## config.mk

```make
export PLATFORM = sky130hd
export DESIGN_NAME = dec24_strobe
export DESIGN_NICKNAME = d
export VERILOG_FILES = /design/src/rtl/dec24_strobe.sv
export SDC_FILE = /design/constraint.sdc
export NUM_CORES = 1
export LEC_CHECK = 0
export ABC_AREA = 1
export ABC_CLOCK_PERIOD_IN_PS = 1290
export CAP_MARGIN = 30
export CORE_AREA = 2 2 39 41
export CTS_BUF_LIST = sky130_fd_sc_hd__clkbuf_8 sky130_fd_sc_hd__clkbuf_16
export DETAILED_ROUTE_END_ITERATION = 16
export DIE_AREA = 0 0 41 43
export GPL_TIMING_DRIVEN = 0
export PLACE_DENSITY_LB_ADDON = 0.05
export SETUP_SLACK_MARGIN = 0.2
export SLEW_MARGIN = 20
export SYNTH_ARGS = -nofsm -noshare
export SYNTH_HDL_FRONTEND = slang
export SYNTH_SLANG_ARGS = --single-unit
```

## constraint.sdc

```tcl
create_clock -name clk -period 1.29 [get_ports clk]
set_input_delay 0.1935 -clock clk [delete_from_list [all_inputs] [get_ports clk]]
set_output_delay 0.1935 -clock clk [all_outputs]
set_load 0.03 [all_outputs]
```

## src/rtl/dec24_strobe.sv

```systemverilog
// Sequenced 2-to-4 one-hot decoder: accepts a 2-bit code over valid/ready,
// drives the matching one-hot line for HOLD cycles, then idles GAP cycles.
module dec24_strobe #(
  parameter int HOLD = 2,
  parameter int GAP  = 1
) (
  input  logic       clk,
  input  logic       rst_n,
  input  logic       in_valid,
  output logic       in_ready,
  input  logic [1:0] code,
  input  logic       clr,
  output logic [3:0] y,
  output logic       busy,
  output logic       done,
  output logic [1:0] dbg_state
);

  localparam int MAXV    = (HOLD > GAP) ? HOLD : GAP;
  localparam int CW      = $clog2(MAXV + 1);
  localparam int GAP_M1I = (GAP > 0) ? GAP - 1 : 0;
  localparam logic [CW-1:0] HOLD_M1 = CW'(HOLD - 1);
  localparam logic [CW-1:0] GAP_M1  = CW'(GAP_M1I);
  localparam bit HAS_GAP = (GAP > 0);

  typedef enum logic [1:0] {
    S_IDLE  = 2'd0,
    S_DRIVE = 2'd1,
    S_GAP   = 2'd2
  } state_t;

  state_t        state, state_nxt;
  logic [CW-1:0] cnt, cnt_nxt;
  logic [3:0]    y_nxt;

  // Handshake: a code is taken at a rising edge where in_valid && in_ready;
  // in_ready depends only on registered state and clr, never on in_valid.
  always_ff @(posedge clk or negedge rst_n) begin
    if (!rst_n) begin
      state <= S_IDLE;
      cnt   <= '0;
      y     <= 4'b0000;
    end else begin
      state <= state_nxt;
      cnt   <= cnt_nxt;
      y     <= y_nxt;
    end
  end

  always_comb begin
    state_nxt = state;
    cnt_nxt   = cnt;
    y_nxt     = y;
    if (clr) begin
      state_nxt = S_IDLE;
      cnt_nxt   = '0;
      y_nxt     = 4'b0000;
    end else begin
      case (state)
        S_IDLE: begin
          if (in_valid) begin
            state_nxt = S_DRIVE;
            cnt_nxt   = HOLD_M1;
            y_nxt     = 4'b0001 << code;
          end
        end
        S_DRIVE: begin
          if (cnt != '0) begin
            cnt_nxt = cnt - CW'(1);
          end else begin
            y_nxt = 4'b0000;
            if (HAS_GAP) begin
              state_nxt = S_GAP;
              cnt_nxt   = GAP_M1;
            end else begin
              state_nxt = S_IDLE;
              cnt_nxt   = '0;
            end
          end
        end
        S_GAP: begin
          if (cnt != '0) begin
            cnt_nxt = cnt - CW'(1);
          end else begin
            state_nxt = S_IDLE;
          end
        end
        default: begin
          state_nxt = S_IDLE;
          cnt_nxt   = '0;
          y_nxt     = 4'b0000;
        end
      endcase
    end
  end

  always_comb begin
    in_ready  = (state == S_IDLE) && !clr;
    busy      = (state != S_IDLE);
    done      = (state == S_DRIVE) && (cnt == '0) && !clr;
    dbg_state = state;
  end

endmodule
```

Word-level counts from Yosys, hierarchy flattened
Cells that the tools add are included.

Add/sub/neg operators: 1. Equal/unequal tests: 7. Shift operators: 1. Muxes and demuxes: 13. Reduce and logical (&&, ||, !) cells: 11.

Operators with widths (number): $mux W2 (7); $mux W4 (3); $ne A3 B3 Y1 const B (4); $pmux W2 S3 (2); $pmux W4 S3 (1); $reduce_and A3 Y1 (2); $logic_not A2 Y1 (2); $reduce_bool A2 Y1 (2); $shl A1 B2 Y4 const A (1); $logic_and A1 B1 Y1 (3); $eq A2 B1 Y1 const B (1); $eq A2 B2 Y1 const B (1); $ne A2 B2 Y1 const B (1); $reduce_and A2 Y1 (1); $sub A2 B1 Y2 const B (1); $logic_not A1 Y1 (1).

Register bits: 8. Input bits: 6. Output and inout port bits: 9. Logic and storage cells: 36.

Longest topological paths before layout
Depth after elaboration: 4. Gate-level depth with buffers: 8. Gate-level depth less buffers: 8.

Worst setup path after synthesis
Ideal clock, no wire load.

Kind: flip-flop to output port. Start point: register state[0] (netlist: dbg_state[0]). End point: output done. Arrival: 1.293 ns. Required time: 1.097 ns. Slack: -0.197 ns. Cell stages (with the launch flop): 5. Buffers on the path: 0. Cell sequence: dfrtp_1 inv_2 nor2_1 nand2_1 nor2_1.

Cells in the longest elaborated chain, start to end: 3.

Ends and longest elaborated chain: from (decl) (line 32) `state_t state, state_nxt;`; from (signal assigned) (line 44) `state <= state_nxt;`; $eq A2 B1 Y1 (line 100) `done = (state == S_DRIVE) && (cnt == '0) && !clr;`; $logic_and A1 B1 Y1 (2 in series) (line 100); to (decl) (line 15) `output logic done,`.

No other way between the ends.

Final worst setup path
Start point: register cnt[0]. End point: output done.

Cells in the longest elaborated chain, start to end: 3.

Ends and longest elaborated chain: from (decl) (line 33) `logic [CW-1:0] cnt, cnt_nxt;`; from (signal assigned) (line 45) `cnt <= cnt_nxt;`; $logic_not A2 Y1 (line 100); $logic_and A1 B1 Y1 (2 in series) (line 100).

No other way between the ends.

==> metrics.cfg <==
[outcome]
status=finished with violations
failed_checks=negative setup slack

[power_and_ir_drop]
clockPowerShare_pct=28.8
p_switching_w=0.000342
irDropWorstVdd_v=0.000611
power_frac_comb_pct=41.8
power.total_w=0.00101
power_frac_seq_pct=29.4
p_int_w=0.000671
p_per_area_nw_per_um2=1090
p_sw_share_pct=33.8
leakagePower_nw=0.490

[sta]
fmax_mhz=768
rsz0062_at_grt=true
final_hold_viol_count=0
fin_worst_skew_ns=0.00297
worstMarginPinSlew_ns=0.331
setup_slack_ns=-0.0125
period_needed_ns=1.30
final-max-slew-violation-count=0
slew_headroom_pct=77.8
setup_violations=1
period_share_pct=101

[synth]
syn_area_um2=518
syn_avg_cell_area_um2=6.64
synthTopCellsByCount=28 x nand2_1, 13 x nor2_1, 8 x dfrtp_1, 8 x inv_1, 7 x nand3_1
syn_nets=87
yosysTopAreaCell=dfrtp_1
async_reset_ff_share_pct=100
netlist_instances=78
synth_cell_types=14
ys_ff_latch=8
synth.most_common_cell=nand2_1
ys_seq_area_share_pct=38.6
yosys_warnings=0
yosys.area.top_type_share_pct=38.6
synth_edf_count=0
synth_flop_cell=dfrtp_1
synthTopCellsByArea=dfrtp_1 39%, nand2_1 20%, nor2_1 9.4%

[place]
io_buffers=14
hpwl_um=862
placed_area_um2=723
gp_congestion=0.743
dpl.cell_count=108

[clocking]
cts_num_sinks=8
cts_buffers=3
insertion_delay_ns=0.22
path_clk_slew_ns=0.04
cts_tree=done
cts_max_level=1
clk_path_buf_depth=2
root_buffer=clkbuf_8

[drt]
wl_mm=1.42
vias_per_cell=4.60
ant_nets=0
drt_first_iter_violations=7
vias=584
drt_drc_violations_left=0
wl_per_cell_um=11.2
drt_pass1_iterations=6

[worst_setup_path]
r2r_start=dbg_state[1]
worstPathCellList=inv_2, ha_4, inv_4, nor2_4, buf_6
slowest_stage=dfrtp_1
cpPeakStageDelay_ns=0.38
arrival_ns=1.11
cp-start-kind=flop
critPathCaptureType=output pin
critical_path_class=reg2out
crit_fanout=3
worstPathRequired_ns=1.10
ff2ff_setup_slack_ns=0.01
r2r_end=y[2]
r2r_cells=7

[die]
rows=14
die_w_um=41
die_y_um=43
die_area_um2=1760
io_pins=15
core_um2=1380
start_util_pct=37.4

[global_route]
grt-busiest-layer=met1
antenna_found_initial=0
grt_max_degree=9
use_met2_pct=26.3
grt_pass1_wl_mm=2.20
grtUsageMet1_pct=26.4
grtUsageMet3_pct=4.71
grt-ovfl-total=0
grt_pass1_vias=527
grt_usage_pct=19.3

[run]
maxCapViolations=0

[hold_path]
hold_class=in2async

[layout]
antenna_cells=0
final_nets=121
design_area_um2=926
final_cells=127
drive_above_1_share_pct=47.7
fillCellCount=130
area_delta_synth_final_pct=78.7

[flip-flops by register name (all words and copies together) (netlist names)]
register   cells
dbg_state      2
cnt            2
y              4
[power by group through the flow]
stage / combinational (W) / sequential (W) / clock, W
2_1_floorplan: 0.000163 / 0.000333 / 0
3_3_place_gp: 0.000293 / 0.000304 / 0
3_5_place_dp: 0.000295 / 0.000304 / 0
4_1_cts: 0.000386 / 0.000298 / 0.000303
5_1_grt: 0.000462 / 0.000301 / 0.000321
6_report: 0.000424 / 0.000297 / 0.000292
[placed cells by master, fill, tap and decap left out, drive strengths merged]
master         instances
a21oi                  1
buf                   23
clkbuf                 3
clkdlybuf4s15          1
clkdlybuf4s50          4
dfrtp                  8
dlygate4sd2            1
ha                     3
inv                   12
nand2                 29
nand3                  7
nand4                  1
nor2                  15
o21ai                  2
o22ai                  1
[critical path, delay by kind of cell (launching register included)]
family	cells	cell delay [ns]
fa+ha+maj	1	0.16
buf+inv	3	0.26
flops	1	0.38
simple gates	1	0.09
[layer usage]
metal  share of wire (%)  vias up
met5                   0        -
met1                  45      265
met2                  52       12
li1                    -      307
met4                   0        0
met3                 3.3        0
[cell families (layout without fill, tap and decap cells)]
family	count (synthesis)	after routing	share of synthesized area, %
AO/OA/AOI/OAI	4	4	4.83
flip-flops	8	8	38.6
adder cells (fa/ha/maj)	3	3	7.25
buffers and inverters	11	44	7.97
AND/OR/NAND/NOR	52	52	41.3
[metrics by stage]
step | hold WS (ns) | setup TNS [ns] | setup WS [ns] | util [%]
floorplan | -0.102 | 0 | 0.149 | -
global placement | 0.473 | -2.45 | -0.654 | 52.3
detailed placement | 0.472 | -2.35 | -0.642 | 52.3
CTS | 0.242 | -0.0106 | -0.00545 | 64.4
global route | 0.271 | -0.322 | -0.0721 | 66.9
finish | 0.237 | -0.0125 | -0.0125 | 66.9
[how the worst max path moves through the flow]
stage / to / start / slack, ns / cells after the start
detailed placement: done / clr / -0.64 / 5
global route: y[3] / dbg_state[1] / -0.07 / 7
floorplan: done / dbg_state[0] / 0.15 / 4
CTS: done / cnt[0] / -0.005 / 5
global placement: done / clr / -0.65 / 5
finish: done / cnt[0] / -0.01 / 5
[repair_timing]
action                                  4_1_cts  5_1_grt
cloned                                        0        0
endpoints found under the setup margin       15       15
hold buffers                                  0        0
buffers inserted                             13        2
gates resized for setup                      53       14
pin swaps                                     7        9
[area by class of cell]
| type | instances | area, um^2 | share of cell area [%] |
|---|---|---|---|
| multi-input cells | 59 | 377 | 40.7 |
| repair buffers | 29 | 235 | 25.4 |
| flip-flops and latches | 8 | 203 | 21.9 |
| inverters | 11 | 46.3 | 5.00 |
| clock buffers | 3 | 41.3 | 4.46 |
| well taps | 16 | 20.0 | 2.16 |
| clock inverters | 1 | 3.75 | 0.405 |
Power figures use the tool's default switching activity.
